File: src/rtl/bmem_pkg.sv
// bmem_pkg: shared state encoding and geometry for the burst-memory line controller
package bmem_pkg;
    localparam int BEAT_W = 64;
    localparam int BEATS = 4;
    localparam int LINE_W = 256;
    localparam int OFFSET_W = 5;
    typedef enum logic [2:0] {IDLE, RD_REQ, RD_WAIT, WR_BURST, DONE} state_t;
endpackage

File: src/rtl/line_deserializer.sv
// line_deserializer: assembles read beats into a cache line, cleared on rst
// Ports: clk, rst, en (store beat), idx (beat slot), beat (beat data), line (assembled line)
module line_deserializer #(
    parameter int BEAT_W = bmem_pkg::BEAT_W,
    parameter int BEATS = bmem_pkg::BEATS
) (
    input  logic                      clk,
    input  logic                      rst,
    input  logic                      en,
    input  logic [$clog2(BEATS)-1:0]  idx,
    input  logic [BEAT_W-1:0]         beat,
    output logic [BEAT_W*BEATS-1:0]   line
);
    always_ff @(posedge clk) begin
        if (rst) line <= '0;
        else if (en) line[int'(idx)*BEAT_W +: BEAT_W] <= beat;
    end
endmodule

File: src/rtl/bmem_burst_ctrl.sv
// bmem_burst_ctrl: converts cache line read/write-back requests into 4-beat burst-memory transfers
// Cache side: req_addr, req_read, req_write, req_wdata -> req_ready, resp_valid, resp_rdata
// Memory side: bmem_addr, bmem_read, bmem_write, bmem_wdata <- bmem_ready, bmem_raddr, bmem_rdata, bmem_rvalid
// Optional BMEM_ADDR_CHECK_EN adds sticky output err for stray or mis-tagged read beats
module bmem_burst_ctrl #(
    parameter int BEAT_W = bmem_pkg::BEAT_W,
    parameter int BEATS = bmem_pkg::BEATS
) (
    input  logic                     clk,
    input  logic                     rst,
    input  logic [31:0]              req_addr,
    input  logic                     req_read,
    input  logic                     req_write,
    input  logic [BEAT_W*BEATS-1:0]  req_wdata,
    output logic                     req_ready,
    output logic                     resp_valid,
    output logic [BEAT_W*BEATS-1:0]  resp_rdata,
    output logic [31:0]              bmem_addr,
    output logic                     bmem_read,
    output logic                     bmem_write,
    output logic [BEAT_W-1:0]        bmem_wdata,
    input  logic                     bmem_ready,
    input  logic [31:0]              bmem_raddr,
    input  logic [BEAT_W-1:0]        bmem_rdata,
    input  logic                     bmem_rvalid
`ifdef BMEM_ADDR_CHECK_EN
    ,
    output logic                     err
`endif
);
    import bmem_pkg::*;
    localparam int CNT_W = $clog2(BEATS);
    localparam logic [CNT_W-1:0] LAST = CNT_W'(BEATS - 1);
    state_t state, state_n;
    logic [CNT_W-1:0] beat;
    logic [31:0] addr_q;
    logic [BEAT_W*BEATS-1:0] line_q;
    logic accept, rd_beat, wr_beat;
    logic unused_bits;
    assign accept = state == IDLE && (req_read || req_write);
    assign rd_beat = state == RD_WAIT && bmem_rvalid;
    assign wr_beat = state == WR_BURST && bmem_ready;
    always_ff @(posedge clk) begin
        if (rst) state <= IDLE;
        else state <= state_n;
    end
    // counter wraps to 0 naturally after the last beat of every burst
    always_ff @(posedge clk) begin
        if (rst) begin
            beat <= '0;
            addr_q <= '0;
            line_q <= '0;
        end else begin
            if (accept) begin
                addr_q <= {req_addr[31:OFFSET_W], {OFFSET_W{1'b0}}};
                line_q <= req_wdata;
            end
            if (rd_beat || wr_beat) beat <= beat + 1'b1;
        end
    end
    // write wins when both requests arrive together
    always_comb begin
        state_n = state;
        case (state)
            IDLE:     state_n = req_write ? WR_BURST : (req_read ? RD_REQ : IDLE);
            RD_REQ:   state_n = bmem_ready ? RD_WAIT : RD_REQ;
            RD_WAIT:  state_n = (rd_beat && beat == LAST) ? DONE : RD_WAIT;
            WR_BURST: state_n = (wr_beat && beat == LAST) ? DONE : WR_BURST;
            DONE:     state_n = IDLE;
            default:  state_n = IDLE;
        endcase
    end
    assign req_ready = state == IDLE;
    assign resp_valid = state == DONE;
    assign bmem_addr = addr_q;
    assign bmem_read = state == RD_REQ;
    assign bmem_write = state == WR_BURST;
    assign bmem_wdata = bmem_write ? line_q[int'(beat)*BEAT_W +: BEAT_W] : '0;
    line_deserializer #(.BEAT_W(BEAT_W), .BEATS(BEATS)) u_deser (
        .clk  (clk),
        .rst  (rst),
        .en   (rd_beat),
        .idx  (beat),
        .beat (bmem_rdata),
        .line (resp_rdata)
    );
`ifdef BMEM_ADDR_CHECK_EN
    assign unused_bits = ^req_addr[OFFSET_W-1:0];
    always_ff @(posedge clk) begin
        if (rst) err <= 1'b0;
        else if (bmem_rvalid && (state != RD_WAIT || bmem_raddr != bmem_addr)) err <= 1'b1;
    end
`else
    assign unused_bits = ^{req_addr[OFFSET_W-1:0], bmem_raddr};
`endif
endmodule

File: config.mk
export PLATFORM = sky130hd
export DESIGN_NAME = bmem_burst_ctrl
export DESIGN_NICKNAME = d
export VERILOG_FILES = /design/src/rtl/bmem_pkg.sv /design/src/rtl/line_deserializer.sv /design/src/rtl/bmem_burst_ctrl.sv
export SDC_FILE = /design/constraint.sdc
export NUM_CORES = 1
export LEC_CHECK = 0
export CELL_PAD_IN_SITES_DETAIL_PLACEMENT = 0
export CELL_PAD_IN_SITES_GLOBAL_PLACEMENT = 1
export CORE_AREA = 2 2 291 293
export DETAILED_ROUTE_END_ITERATION = 10
export DIE_AREA = 0 0 293 295
export PLACE_DENSITY = 0.68
export SYNTH_ARGS = -nofsm -noshare
export SYNTH_HDL_FRONTEND = slang
export SYNTH_HIERARCHICAL = 1
export SYNTH_SLANG_ARGS = --single-unit
File: constraint.sdc
create_clock -name clk -period 3.8 [get_ports clk]
set_input_delay 0.95 -clock clk [delete_from_list [all_inputs] [get_ports clk]]
set_output_delay 0.95 -clock clk [all_outputs]
set_load 0.01 [all_outputs]
After elaboration in Yosys (flattened, before gate mapping)

Cells that the tools add are included.
Widths: inputs -> output; s select.

Bits in registers: 544

Add/subtract/negate cells: 2
Reduce and logical (&&, ||, !) cells: 8
Mux-type cells: 8
Equal/unequal tests: 5
Shifts and indexed selects: 3

Operators with widths:

| kind                      | count |
|---|---|
| $bwmux 256                | 1 |
| $shift 64x33->256 const A | 1 |
| $shiftx 256x9->64         | 1 |
| $shiftx 64x33->256        | 1 |
| $mux 64                   | 1 |
| $neg 8->33                | 1 |
| $pmux 3 s4                | 1 |
| $eq 3x2->1 const B        | 2 |
| $mux 3                    | 2 |
| $logic_and 1x1->1         | 5 |
| $mux 2                    | 2 |
| $eq 3x1->1 const B        | 1 |
| $eq 3x3->1 const B        | 1 |
| $logic_not 3->1           | 1 |
| $add 2x1->2 const B       | 1 |
| $eq 2x2->1 const B        | 1 |
| $logic_or 1x1->1          | 2 |
| $mux 1                    | 1 |

Longest topological paths before layout

Gate-level depths: netlist (run 1).

Depth in word-level cells: 5
Gate-level depth with buffers: 7
Depth with buffers taken out: 5

Hierarchy

Netlist (run 1), hierarchy kept.

By module, submodules not included:

| module            | area each (um^2) | instances | sequential area each (um^2) | cells each |
|---|---|---|---|---|
| bmem_burst_ctrl   | 14821.7          | 1         | 5765.5                      | 1417 |
| line_deserializer | 8564.5           | 1         | 5124.9                      | 910 |

Worst setup path before layout (run 1)

Ideal clock, no wire load.

Kind: reg2out
From: register beat[0]
To: output bmem_wdata[25]
Setup slack: 1.139 ns
Buffers on the path: 2
Arrival time: 1.711 ns
Stages on the path, launching flop included: 5
Path through: dfxtp_1 -> buf_2 -> buf_4 -> mux4_2 -> nor2b_1

Longest elaborated chain between the ends: 2

Ends and longest elaborated chain:

| item                   | RTL line              | source |
|---|---|---|
| start, declared        | bmem_burst_ctrl.sv:35 | `logic [CNT_W-1:0] beat;` |
| start signal, assigned | bmem_burst_ctrl.sv:58 | `if (rd_beat \|\| wr_beat) beat <= beat + 1'b1;` |
| $shiftx 256x9->64      | bmem_burst_ctrl.sv:78 | `assign bmem_wdata = bmem_write ? line_q[int'(beat)*BEAT_W +: BEAT_W] : '0;` |
| $mux 64                | bmem_burst_ctrl.sv:78 |  |
| end, declared          | bmem_burst_ctrl.sv:21 | `output logic [BEAT_W-1:0] bmem_wdata,` |

Every way passes these cells.

Worst setup path in the final report (run 1)

From: register beat[1]
To: output bmem_wdata[60]

The elaborated chain is that of the path after synthesis.

==> out/qor.txt, run 1 <==
Status: finished, final reports clean
Crit path max fanout: 29
Final period util: 0.954
Req. time, crit path: 2.85 ns
Worst-path clk slew: 0.06 ns
Placeable Area: 0.0832 mm2
Nets@finish: 3368
H-tree depth: 3
Top-area cell type share of the netlist area: 0.466
Cell Area, Synth: 0.0234 mm2
DRC: 0
TritonCTS Buffers: 66
Ys Warns: 6
Setup Viol. Count Final: 0
Layout cells sized above 1: 0.0953
Grt ovf: 0
Via count: 18486
Slowest CP cell: dfxtp_4
Worst Setup SP: beat[1]
Synth cell types: 38
Via density: 4.50
Initial drt markers: 812
Die ar.: 0.0864 mm2
R2R depth: 6
Fin. Hold Viols: 0
Worst slew margin: 0.380
Layout Utilization: 0.404
Crit end category: output pin
Worst r2r src: beat[1]
Skew final: 0.0132 ns
RSZ-0062 raised after global routing: false
Root buffer cell: clkbuf_16
Die height: 295 um
FF+latch count, synth: 544
Top-count cell post-synth: nand2b_1
Post-Layout Cell Count: 4111
R2R setup slack: 1.27 ns
Worst slack at placement: 0.537 ns
Ys async rst share: 0
CP Launch Type: flop
Largest net degree at the start of global routing: 186
GRT Total Usage: 0.180
Io pins: 746
Fmax: 276 MHz
Clock tree buffer depth: 3
Placed Instances: 3975
Maxcap violations: 0
Crit Path Category: flop to output pin
Drt total wl: 80500 um
Post-Synthesis Cells: 2327
Critical Path Max Stage Delay: 0.69 ns
Leak pwr: 12.2 nW
Number of buffers added on ports: 703
Setup crit end: bmem_wdata[60]
Rows: 106
FILL cells: 8099
Layout area overhead: 43.7%
Reg2reg end: u_deser/line[183]
TritonRoute pass-1 iters: 5
Critical Path, Cell by Cell: buf_4 -> mux4_2 -> nor2b_1 -> clkdlybuf4s50_1
Crit path DAT: 2.68 ns
Post_cts resized: 0
CTS sink cnt: 544
CTS tree: done
Slew @ Worst Pin: 0.931 ns
Minimum hold slack: 0.448 ns
PwrDens: 431 mW/mm2
Post-synth top area cell: dfxtp_1
Final RePlAce weighted congestion: 0.819
First-pass GRT wire length: 119000 um
Most used DFF post-synth: dfxtp_1
Worst Setup Slack, final: 0.173 ns
Post-synth EDFFs: 0
Seq/Total Area, Yosys: 0.466
Die W: 293 um
Antenna violations before repair: 32
Slew Limit Fails: 0
IR drop worst, VDD: 269 uV
ANT nets after route: 0
Syn Area/Cell: 10.0 um2
Worst skew pair latency: 0.59 ns
WL/cell: 19.6 um
Post-synth top cells: nand2b_1 (633), dfxtp_1 (544), mux2i_1 (285)
Ranking of synthesized cells by area: dfxtp_1 (47%), nand2b_1 (17%), mux2i_1 (12%)
Starting Density: 0.281
Vias in the first global route: 18998
Worst hold path type: flop to flop
Fin crit period: 3.63 ns
Post-DP HPWL: 57700 um
Setup TNS: 0 ns
## cells in the final DEF, fill, tap and decap left out, types with 4 or more instances in the layout
cell type        netlist  layout
clkdlybuf4s50_1        0     702
nand2b_1             633     633
dfxtp_1              544     542
mux2i_1              285     285
nand2_1              258     258
o21ai_0              143     143
clkbuf_16              0      66
nor2b_1               65      65
mux4_2                64      64
o21ai_1               59      59
o21ai_2               54      54
buf_4                 32      35
clkbuf_8               0      17
clkbuf_1              99      14
buf_12                 0      14
clkinv_2               0      10
diode_2                0       9
ha_1                   6       6
conb_1                 1       5
nor2_1                 4       4
a21oi_4                3       4
## how the worst min path moves through the flow
stage                       from                end  slack (ns)  depth (start not counted)
6_report       u_deser/line[196]  u_deser/line[196]        0.45                          2
3_3_place_gp    u_deser/line[29]   u_deser/line[29]        0.43                          2
4_1_cts        u_deser/line[192]  u_deser/line[192]        0.45                          2
3_5_place_dp   u_deser/line[176]  u_deser/line[176]        0.44                          2
2_1_floorplan        line_q[128]        line_q[128]        0.45                          2
5_1_grt        u_deser/line[154]  u_deser/line[154]        0.46                          2
## logic make-up (layout without fill, tap and decap cells)
family	Yosys count	after routing	synth area share
buffers and inverters	183	874	0.0427
adders and majority gates	6	6	0.00321
AOI/OAI and AO/OA	263	263	0.0668
other	1	14	0.000160
DFF	544	544	0.466
and+or+nand+nor	979	979	0.237
muxes	351	351	0.185
## state kept, by name, indices dropped and copies added, names as in the netlist
signal / count
beat: 2
bmem_addr: 27
line_q: 256
state: 3
u_deser/line: 256
## report_power, final
group          leakage, nW  switching [mW]  internal (mW)  total [mW]
logic                 6.71           0.855           1.11        1.96
registers             4.44           0.182           6.02        6.20
clock network         1.07            2.57           3.76        6.32
## worst max-delay path, delay by kind of cell (launching register included)
family / cells / cell delay, ns
buffers and inverters: 2 / 0.92
muxes: 1 / 0.33
DFF: 1 / 0.69
and+or+nand+nor: 1 / 0.14
## layer usage
layer / GRT usage / vias to the layer above / routed length [um] / share of wire
met2: 0.302 / 614 / 37700 / 0.47
met3: 0.0771 / 163 / 8140 / 0.10
met4: 0.0658 / 46 / 2480 / 0.031
li1: - / 8992 / - / -
met5: 0 / - / 291 / 0.0036
met1: 0.204 / 8671 / 31800 / 0.40
## metrics by stage
| step | total power, mW | area [um2] |
|---|---|---|
| floorplan | 7.43 | 23400 |
| global placement | 8.24 | 31300 |
| detailed placement | 8.30 | 31300 |
| CTS | 14.7 | 33500 |
| global route | 15.1 | 33600 |
| finish | 14.5 | 33600 |
## repair_timing
action | in CTS | in global routing
endpoints found under the setup margin | 24 | 1
setup buffers | 1 | 8
hold buffers | 0 | 0
## area by class of cell
| class | instances | area (um2) | area share |
|---|---|---|---|
| Inverter | 3 | 11.3 | 0.000335 |
| Multi-Input combinational cell | 1604 | 11500 | 0.344 |
| Timing Repair Buffer | 753 | 7600 | 0.226 |
| Antenna cell | 9 | 22.5 | 0.000670 |
| Clock buffer | 97 | 1940 | 0.0577 |
| Clock inverter | 21 | 231 | 0.00689 |
| Tap cell | 1080 | 1350 | 0.0402 |
| Sequential cell | 544 | 10900 | 0.324 |
Power figures use the tool's default switching activity.
==> run 2: changes to the inputs <==
--- a/config.mk
+++ b/config.mk
@@ -5,12 +5,13 @@
 export SDC_FILE = /design/constraint.sdc
 export NUM_CORES = 1
 export LEC_CHECK = 0
+export ABC_AREA = 1
 export CELL_PAD_IN_SITES_DETAIL_PLACEMENT = 0
 export CELL_PAD_IN_SITES_GLOBAL_PLACEMENT = 1
-export CORE_AREA = 2 2 291 293
+export CORE_AREA = 2 2 292 294
 export DETAILED_ROUTE_END_ITERATION = 10
-export DIE_AREA = 0 0 293 295
-export PLACE_DENSITY = 0.68
+export DIE_AREA = 0 0 294 296
+export PLACE_DENSITY = 0.71
 export SYNTH_ARGS = -nofsm -noshare
 export SYNTH_HDL_FRONTEND = slang
 export SYNTH_HIERARCHICAL = 1
==> out/qor.txt, run 2 <==
Non-Filler Cell Area, Final: 0.0329 mm2
Commonest non-fill, non-tap cell in the layout: nand2_1
First-pass GRT wire length: 151000 um
Post-Layout Cell Count: 4991
Top-count cell post-synth: nand2_1
CTS tree: done
Crit Path Category: flop to output pin
Layout cells sized above 1: 0.0463
Maxcap violations: 0
CTS sink cnt: 544
Ranking of synthesized cells by area: dfxtp_1 (47%), nand2_1 (14%), a21oi_1 (13%)
Worst slew margin: 0.269
Crit path DAT: 2.66 ns
FF+latch count, synth: 544
Rows: 107
Cell Area, Synth: 0.0230 mm2
WP buf/inv: 2
Met3 global-route usage: 0.0678
Fin. Hold Viols: 0
Placed Instances: 4863
Slew @ Worst Pin: 1.09 ns
Nets@finish: 4237
GRT Total Usage: 0.228
Io pins: 746
Layout area overhead: 42.9%
Ys async rst share: 0
Via density: 4.81
Number of buffers added on ports: 703
Drt total wl: 103000 um
IR drop worst, VDD: 295 uV
Top-area cell type share of the netlist area: 0.473
PwrDens: 486 mW/mm2
Placeable Area: 0.0842 mm2
Leak pwr: 12.0 nW
Setup TNS: 0 ns
Internal power: 11.0 mW
Syn Area/Cell: 6.99 um2
Worst skew pair latency: 0.60 ns
Critical Path, Cell by Cell: buf_4 -> nor2_1 -> nor2_1 -> o21ai_0 -> a21oi_1 -> clkdlybuf4s50_1
Minimum hold slack: 0.459 ns
Slowest CP cell: clkdlybuf4s50_1
Largest net degree at the start of global routing: 147
RSZ-0062 raised after global routing: false
TritonCTS Buffers: 66
Post-synth top cells: nand2_1 (833), a21oi_1 (606), dfxtp_1 (544)
Die height: 296 um
Fin crit period: 3.61 ns
Layout Utilization: 0.391
Worst hold path type: flop to flop
Final period util: 0.951
TritonRoute pass-1 iters: 6
Die W: 294 um
Setup Viol. Count Final: 0
Met1 Use GR: 0.278
Most used DFF post-synth: dfxtp_1
Clock tree buffer depth: 3
Number of post-CTS setup repair buffers: 0
Critical Path Max Stage Delay: 0.64 ns
Grt peak-use layer: met2
Net Sw Power: 4.97 mW
Via count: 23996
Die ar.: 0.0870 mm2
Most frequent cells in the layout: nand2_1 (829), clkdlybuf4s50_1 (702), a21oi_1 (606)
Worst path most repeated cell: nor2_1
Crit end category: output pin
Initial drt markers: 1500
Skew final: 0.0213 ns
Register share of total power: 0.397
Synth cell types: 22
Post-synth top area cell: dfxtp_1
Pwr Total: 16.0 mW
Antenna violations before repair: 27
WL/cell: 20.7 um
Post-synth EDFFs: 0
Worst slack at placement: 0.476 ns
Slew Limit Fails: 0
Post-Synthesis Cells: 3298
Sw frac: 0.311
CP Launch Type: flop
Routing usage on met2: 0.386
Fmax: 277 MHz
Grt ovf: 0
Clock network power share: 0.392
FILL cells: 9063
Final RePlAce weighted congestion: 0.847
DRC: 0
Status: finished, final reports clean
ANT nets after route: 0
Root buffer cell: clkbuf_16
Seq/Total Area, Yosys: 0.473
Ys Warns: 6
Starting Density: 0.274
Post-DP HPWL: 70500 um
Req. time, crit path: 2.85 ns
H-tree depth: 3
Crit path max fanout: 32
Worst Setup Slack, final: 0.187 ns
Worst-path clk slew: 0.06 ns
Delay-heaviest family, CP: buffers and inverters
Area post-placement: 0.0307 mm2
Vias in the first global route: 22782
Comb pwr share: 0.211
## run 2: changes by cell type after synthesis, moves of 64 or more
| cell | delta |
|---|---|
| nand2_1 | +575 |
| mux2i_1 | -285 |
| nand3_1 | +330 |
| nand2b_1 | -633 |
| inv_1 | +96 |
| a21oi_1 | +606 |
| mux4_2 | -64 |
| nor2_1 | +394 |
| buf_2 | +75 |
| nor2b_1 | -65 |
## run 2: worst paths after layout
check / startpoint / endpoint / slack (ns) / depth (start not counted)
setup / recovery: beat[0] / bmem_wdata[6] / 0.19 / 6
hold / removal: line_q[108] / line_q[108] / 0.46 / 2
setup reg to reg: beat[0] / u_deser/line[231] / 0.83 / 8
hold reg to reg: line_q[108] / line_q[108] / 0.46 / 2
## run 2: layout make-up
cell class | count | area (um2) | share of cell area
multi-input cells | 2361 | 10400 | 0.316
inverters | 104 | 399 | 0.0121
repair buffers | 764 | 7730 | 0.235
diodes | 13 | 32.5 | 0.000988
clock buffers | 105 | 2020 | 0.0613
clock inverters | 10 | 91.3 | 0.00277
flip-flops and latches | 544 | 10900 | 0.331
well taps | 1090 | 1360 | 0.0414
## run 2: repair_timing
action,in CTS,in global routing
resized for setup,4,4
hold buffers,0,0
setup endpoints to repair,53,49
pin swaps,0,0
## run 2: kinds of logic (layout without fill, tap and decap cells)
group,after synthesis,count (layout),synth area share
AND/OR/NAND/NOR,1573,1573,0.277
AO/OA/AOI/OAI,777,777,0.169
flip-flops,544,544,0.473
buffers and inverters,397,983,0.0785
adder cells (fa/ha/maj),6,6,0.00326
other,1,18,0.000163
## run 2: metal layers
layer | wire, um | vias up
met5 | 159 | -
met2 | 49700 | 745
met4 | 2570 | 24
met3 | 8370 | 155
li1 | - | 11831
met1 | 42400 | 11241
## run 2: worst reg2reg max path, stage by stage (launching register included)
cell and delay, ns:
dfxtp_4 0.40, clkinv_2 0.21, ha_1 0.38, clkinv_1 0.91, buf_4 0.54, nand2_1 0.13, nor2_1 0.08, nand2_1 0.12
a21oi_1 0.06
## run 2: power by group through the flow
stage               Combinational [mW]  Sequential, mW  Clock (mW)
finish                            3.37            6.36        6.27
global route                      3.75            6.41        6.62
CTS                               3.40            6.36        6.43
detailed placement                3.39            6.48           0
global placement                  3.38            6.47           0
floorplan                         2.02            6.44           0
